<file path="src/rtl/pc_ctrl_pkg.sv">
// Shared constants and types for the fetch-stage PC sequencer.
package pc_ctrl_pkg;

  localparam int INST_ADDR_W = 32;
  localparam int STALL_W     = 6;

  localparam int STALL_BIT_PC  = 0;
  localparam int STALL_BIT_IF  = 1;
  localparam int STALL_BIT_ID  = 2;
  localparam int STALL_BIT_EX  = 3;
  localparam int STALL_BIT_MEM = 4;
  localparam int STALL_BIT_WB  = 5;

  // Each encoding freezes every stage up to and including the requester.
  localparam logic [STALL_W-1:0] STALL_NONE = 6'b000000;
  localparam logic [STALL_W-1:0] STALL_IF   = 6'b000011;
  localparam logic [STALL_W-1:0] STALL_ID   = 6'b000111;
  localparam logic [STALL_W-1:0] STALL_EX   = 6'b001111;

  localparam logic RST_ENABLE   = 1'b1;
  localparam logic CHIP_ENABLE  = 1'b1;
  localparam logic CHIP_DISABLE = 1'b0;

  typedef enum logic {
    IDLE = 1'b0,
    RUN  = 1'b1
  } state_t;

endpackage

</file>
<file path="src/rtl/pc_redirect_buf.sv">
// Holds a branch target resolved while fetch could not accept it (stall or memory wait).
module pc_redirect_buf
  import pc_ctrl_pkg::*;
#(
  parameter int ADDR_W = INST_ADDR_W
) (
  input  logic              clk,
  input  logic              rst,
  input  logic              capture,
  input  logic [ADDR_W-1:0] capture_pc,
  input  logic              consume,
  input  logic              clear,
  output logic              br_pend,
  output logic [ADDR_W-1:0] br_pc
);

  // NOTE: sequential state uses non-blocking (<=) so every flop samples pre-edge values.
  always_ff @(posedge clk) begin
    if (rst == RST_ENABLE) begin
      br_pend <= 1'b0;
      br_pc   <= '0;
    end else if (clear) begin
      br_pend <= 1'b0;
    end else if (capture) begin
      br_pend <= 1'b1;
      br_pc   <= capture_pc;
    end else if (consume) begin
      br_pend <= 1'b0;
    end
  end

endmodule

</file>
<file path="src/rtl/pc_ctrl.sv">
// Fetch sequencer: owns pc and imem ce, arbitrates flush/stall/ack/branch each cycle.
module pc_ctrl
  import pc_ctrl_pkg::*;
#(
  parameter int                ADDR_W   = INST_ADDR_W,
  parameter logic [ADDR_W-1:0] RESET_PC = '0,
  parameter int                INC      = 4
) (
  input  logic               clk,
  input  logic               rst,
  input  logic               stall_req_id,
  input  logic               stall_req_ex,
  input  logic               branch_flag,
  input  logic [ADDR_W-1:0]  branch_target,
  input  logic               flush,
  input  logic [ADDR_W-1:0]  new_pc,
  input  logic               imem_ack,
  output logic [ADDR_W-1:0]  pc,
  output logic               ce,
  output logic               if_valid,
  output logic [STALL_W-1:0] stall,
  output logic               flush_out
);

  state_t            state, state_n;
  logic [ADDR_W-1:0] pc_n;
  logic              ce_n, if_valid_n, flush_out_n;
  logic              capture, consume, clear;
  logic              br_pend;
  logic [ADDR_W-1:0] br_pc;

  pc_redirect_buf #(.ADDR_W(ADDR_W)) u_redirect (
    .clk        (clk),
    .rst        (rst),
    .capture    (capture),
    .capture_pc (branch_target),
    .consume    (consume),
    .clear      (clear),
    .br_pend    (br_pend),
    .br_pc      (br_pc)
  );

  always_ff @(posedge clk) begin
    if (rst == RST_ENABLE) begin
      state     <= IDLE;
      pc        <= RESET_PC;
      ce        <= CHIP_DISABLE;
      if_valid  <= 1'b0;
      flush_out <= 1'b0;
    end else begin
      state     <= state_n;
      pc        <= pc_n;
      ce        <= ce_n;
      if_valid  <= if_valid_n;
      flush_out <= flush_out_n;
    end
  end

  // NOTE: every always_comb output gets a default first, so no path can infer a latch.
  always_comb begin
    state_n     = state;
    pc_n        = pc;
    ce_n        = ce;
    if_valid_n  = 1'b0;
    flush_out_n = 1'b0;
    capture     = 1'b0;
    consume     = 1'b0;
    clear       = 1'b0;
    unique case (state)
      IDLE: begin
        state_n = RUN;
        ce_n    = CHIP_ENABLE;
      end
      RUN: begin
        ce_n = CHIP_ENABLE;
        if (flush) begin
          pc_n        = new_pc;
          flush_out_n = 1'b1;
          clear       = 1'b1;
        end else if (stall_req_ex || stall_req_id) begin
          // The ack (if any) is dropped; memory re-acks the same pc later.
          capture = branch_flag;
        end else if (imem_ack) begin
          if_valid_n = 1'b1;
          consume    = 1'b1;
          if (branch_flag)  pc_n = branch_target;
          else if (br_pend) pc_n = br_pc;
          else              pc_n = pc + ADDR_W'(INC);
        end else begin
          capture = branch_flag;
        end
      end
      default: state_n = IDLE;
    endcase
  end

  always_comb begin
    stall = STALL_NONE;
    if (rst == RST_ENABLE || state == IDLE || flush) stall = STALL_NONE;
    else if (stall_req_ex)                           stall = STALL_EX;
    else if (stall_req_id)                           stall = STALL_ID;
    else if (ce && !imem_ack)                        stall = STALL_IF;
  end

endmodule

</file>
<file path="config.mk">
export PLATFORM = sky130hd
export DESIGN_NAME = pc_ctrl
export DESIGN_NICKNAME = d
export VERILOG_FILES = /design/src/rtl/pc_ctrl_pkg.sv /design/src/rtl/pc_redirect_buf.sv /design/src/rtl/pc_ctrl.sv
export SDC_FILE = /design/constraint.sdc
export NUM_CORES = 1
export LEC_CHECK = 0
export BUFFER_PORTS_ARGS = -buffer_cell sky130_fd_sc_hd__buf_2
export CORE_MARGIN = 4
export CORE_UTILIZATION = 30
export CTS_CLUSTER_DIAMETER = 60
export DETAILED_ROUTE_END_ITERATION = 10
export PLACE_DENSITY = 0.58
export RECOVER_POWER = 25
export SYNTH_ARGS = -nofsm -noshare
export SYNTH_HDL_FRONTEND = slang
export SYNTH_SLANG_ARGS = --single-unit
</file>
<file path="constraint.sdc">
create_clock -name clk -period 4.35 [get_ports clk]
set_input_delay 0.87 -clock clk [delete_from_list [all_inputs] [get_ports clk]]
set_output_delay 0.87 -clock clk [all_outputs]
set_load 0.02 [all_outputs]
</file>
==> flow_metrics.env <==
export IMPL_status="finished with violations"
export IMPL_violations="capacitance limit, slew limit"
export IMPL_place_congestion=0.845
export IMPL_vias=4575
export IMPL_syn_to_final_growth_pct=24.3
export IMPL_end_kind="register"
export IMPL_cts_max_path_buffers=2
export IMPL_cts_hold_buffers=0
export IMPL_max_freq_ghz=0.289
export IMPL_slew_violations=41
export IMPL_postRouteWirelength_um=15300
export IMPL_grt_max_degree=49
export IMPL_vias_per_cell=5.61
export IMPL_r2r_end="pc[22]"
export IMPL_dieArea_um2=15600
export IMPL_synth_distinct_cells=78
export IMPL_use_met2_pct=30.0
export IMPL_multi_input_area_um2=2520
export IMPL_worst_hold_slack_ns=0.455
export IMPL_met3_usage_pct=3.60
export IMPL_postCtsSetupBuffers=0
export IMPL_rsz0062_at_grt="false"
export IMPL_tns_ns=0
export IMPL_path_common_cell="clkbuf_1"
export IMPL_grt_first_pass_wirelength_um=24200
export IMPL_postRouteAntennaNets=0
export IMPL_drtIter0Drc=492
export IMPL_period_share_pct=79.4
export IMPL_hold_viol=0
export IMPL_min_path_cells=2
export IMPL_max_vdd_ir_drop_uv=199
export IMPL_cts_tree="yes"
export IMPL_setup_viol=0
export IMPL_antenna_found_initial=0
export IMPL_placed_cell_area_um2=4740
export IMPL_critPathLaunchType="input port"
export IMPL_slowest_delay_ns=1.41
export IMPL_rr_startpoint="pc[2]"
export IMPL_hp_start="u_redirect.br_pc[17]"
export IMPL_ys_seq_area_share_pct=33.3
export IMPL_cts_max_level=3
export IMPL_synth_ff_type="dfxtp_1"
export IMPL_synthCells=550
export IMPL_layout_min_cycle_time_ns=3.46
export IMPL_final_nets=707
export IMPL_portBuffers=109
export IMPL_post_cts_resized=0
export IMPL_postSynthAreaPerCell_um2=7.43
export IMPL_use_met1_pct=26.5
export IMPL_clkSinkCount=68
export IMPL_path_class="in -> reg"
export IMPL_synth_area_um2=4090
export IMPL_crit_required_ns=4.58
export IMPL_synth_edf_count=0
export IMPL_power_density_nw_per_um2=369
export IMPL_io_pins=112
export IMPL_grtUsageTotal_pct=19.2
export IMPL_clk_pin_slew_ns=0.06
export IMPL_layout_area_seq_um2=1360
export IMPL_crit_slowest_cell="clkbuf_1"
export IMPL_placed_cells=800
export IMPL_path_max_fanout=40
export IMPL_nFillCells=1428
export IMPL_grt_pass1_vias=4293
export IMPL_crit_arrival_ns=3.68
export IMPL_hold_class="reg -> reg"
export IMPL_rows=42
export IMPL_gr_total_overflow=0
export IMPL_fin_total_pwr_mw=1.87
export IMPL_reg2reg_depth=6
export IMPL_min_to="u_redirect.br_pc[17]"
export IMPL_r2r_slack_ns=1.79
export IMPL_dpl_hpwl_um=10800
export IMPL_synth_seq_cells=68
export IMPL_wire_per_inst_um=18.7
export IMPL_drc=0
export IMPL_firstDrtPassIters=5
export IMPL_slew_limit_headroom_pct=-28.7
export IMPL_die_y_um=125
export IMPL_crit_chain="clkbuf_1 -> clkbuf_1 -> inv_1 -> nand2_1 -> o41ai_1 -> a22o_1"
export IMPL_busiest_layer="met2"
export IMPL_drive_above_1_share_pct=19.8
export IMPL_final_design_area_no_fill_um2=5080
export IMPL_antenna_cells=0
export IMPL_cts_root_buf="clkbuf_16"
export IMPL_tightest_slew_ns=1.93
export IMPL_instances_no_fill=816
export IMPL_fin_worst_skew_ns=0.00895
export IMPL_start_util_pct=30.7
export IMPL_yosysWarnings=0
export IMPL_core_um2=13300
export IMPL_cts_made_buffers=9
export IMPL_die_x_um=125
export IMPL_max_cap_violations=1
export IMPL_async_flop_share_pct=0
export IMPL_clk_latency_ns=0.34
export IMPL_p_leak_nw=1.91
## worst max-delay path: cells and delay by family
family,cells,cell delay [ns]
simple gates,1,0.38
compound gates,2,0.42
buf+inv,3,2.00
## placed cells by master, fill, tap and decap left out, types with 6 or more instances in the layout
cell	count
a31oi_1	8
o21ai_0	30
inv_1	7
nand3_1	11
nor3_1	12
clkbuf_16	9
dfxtp_1	67
a21oi_1	76
clkbuf_1	26
nand4_1	11
xor2_1	6
buf_2	84
a22o_1	6
and2_1	8
nand2_1	116
buf_4	7
nor2_1	22
## cell usage after synthesis (all sizes together), types with 6 or more instances
cell type | number | area [um^2]
clkbuf | 30 | 113
dfxtp | 68 | 1360
a31oi | 8 | 50.1
a21oi | 76 | 380
buf | 14 | 72.6
a22o | 6 | 52.6
o21ai | 33 | 165
nor2 | 23 | 93.8
xor2 | 6 | 52.6
and2 | 9 | 56.3
nor3 | 13 | 70.1
nand2 | 117 | 442
nand4 | 13 | 103
nand3 | 13 | 75.1
inv | 7 | 26.3
## worst max path at each step
stage / from / to / slack, ns
finish: rst / pc[10] / 0.89
global placement: flush / stall[3] / 1.13
global route: rst / pc[10] / 0.71
floorplan: rst / stall[1] / 1.21
detailed placement: flush / stall[3] / 1.07
CTS: flush / stall[3] / 1.09
## routing by layer
layer / share of wire, % / routed length [um]
met5: 0 / 0
met4: 2.1 / 318
met3: 9.0 / 1370
met2: 45 / 6840
met1: 44 / 6740
## power by group
part           total (mW)  internal (mW)  leakage [nW]  switching (mW)
logic               0.262         0.0955          1.18           0.167
registers           0.688          0.650         0.555          0.0378
clock network       0.924          0.634         0.175           0.290
total                1.87           1.38          1.91           0.495
## state kept, by name, indices dropped and copies added, names as in the netlist
register            cells
flush_out               1
if_valid                1
pc                     32
state                   1
u_redirect.br_pc       32
u_redirect.br_pend      1
## stage by stage
step	setup slack, ns	utilization [%]
2_1_floorplan	1.21	-
3_3_place_gp	1.13	35.7
3_5_place_dp	1.07	35.7
4_1_cts	1.09	38.5
5_1_grt	0.713	38.2
6_report	0.895	38.2
## cell type report
type                    instances  share of cell area (%)
clock buffers                  10                    4.70
clock inverters                 6                    2.66
inverters                       8                   0.591
multi-input cells             431                    49.7
flip-flops and latches         68                    26.8
well taps                     176                    4.33
repair buffers                117                    11.2
## logic make-up (layout without fill, tap and decap cells)
kind of cell	count (synthesis)	in the layout	synth area share, %
AND/OR/NAND/NOR	226	226	28.1
AO/OA/AOI/OAI	185	185	29.1
flip-flops	68	68	33.3
buffers and inverters	52	141	5.27
XOR/XNOR	11	11	2.36
multiplexers	6	6	1.50
adder cells (fa/ha/maj)	1	1	0.306
other	1	2	0.0918
No activity file was read; power rests on OpenSTA's default activity.
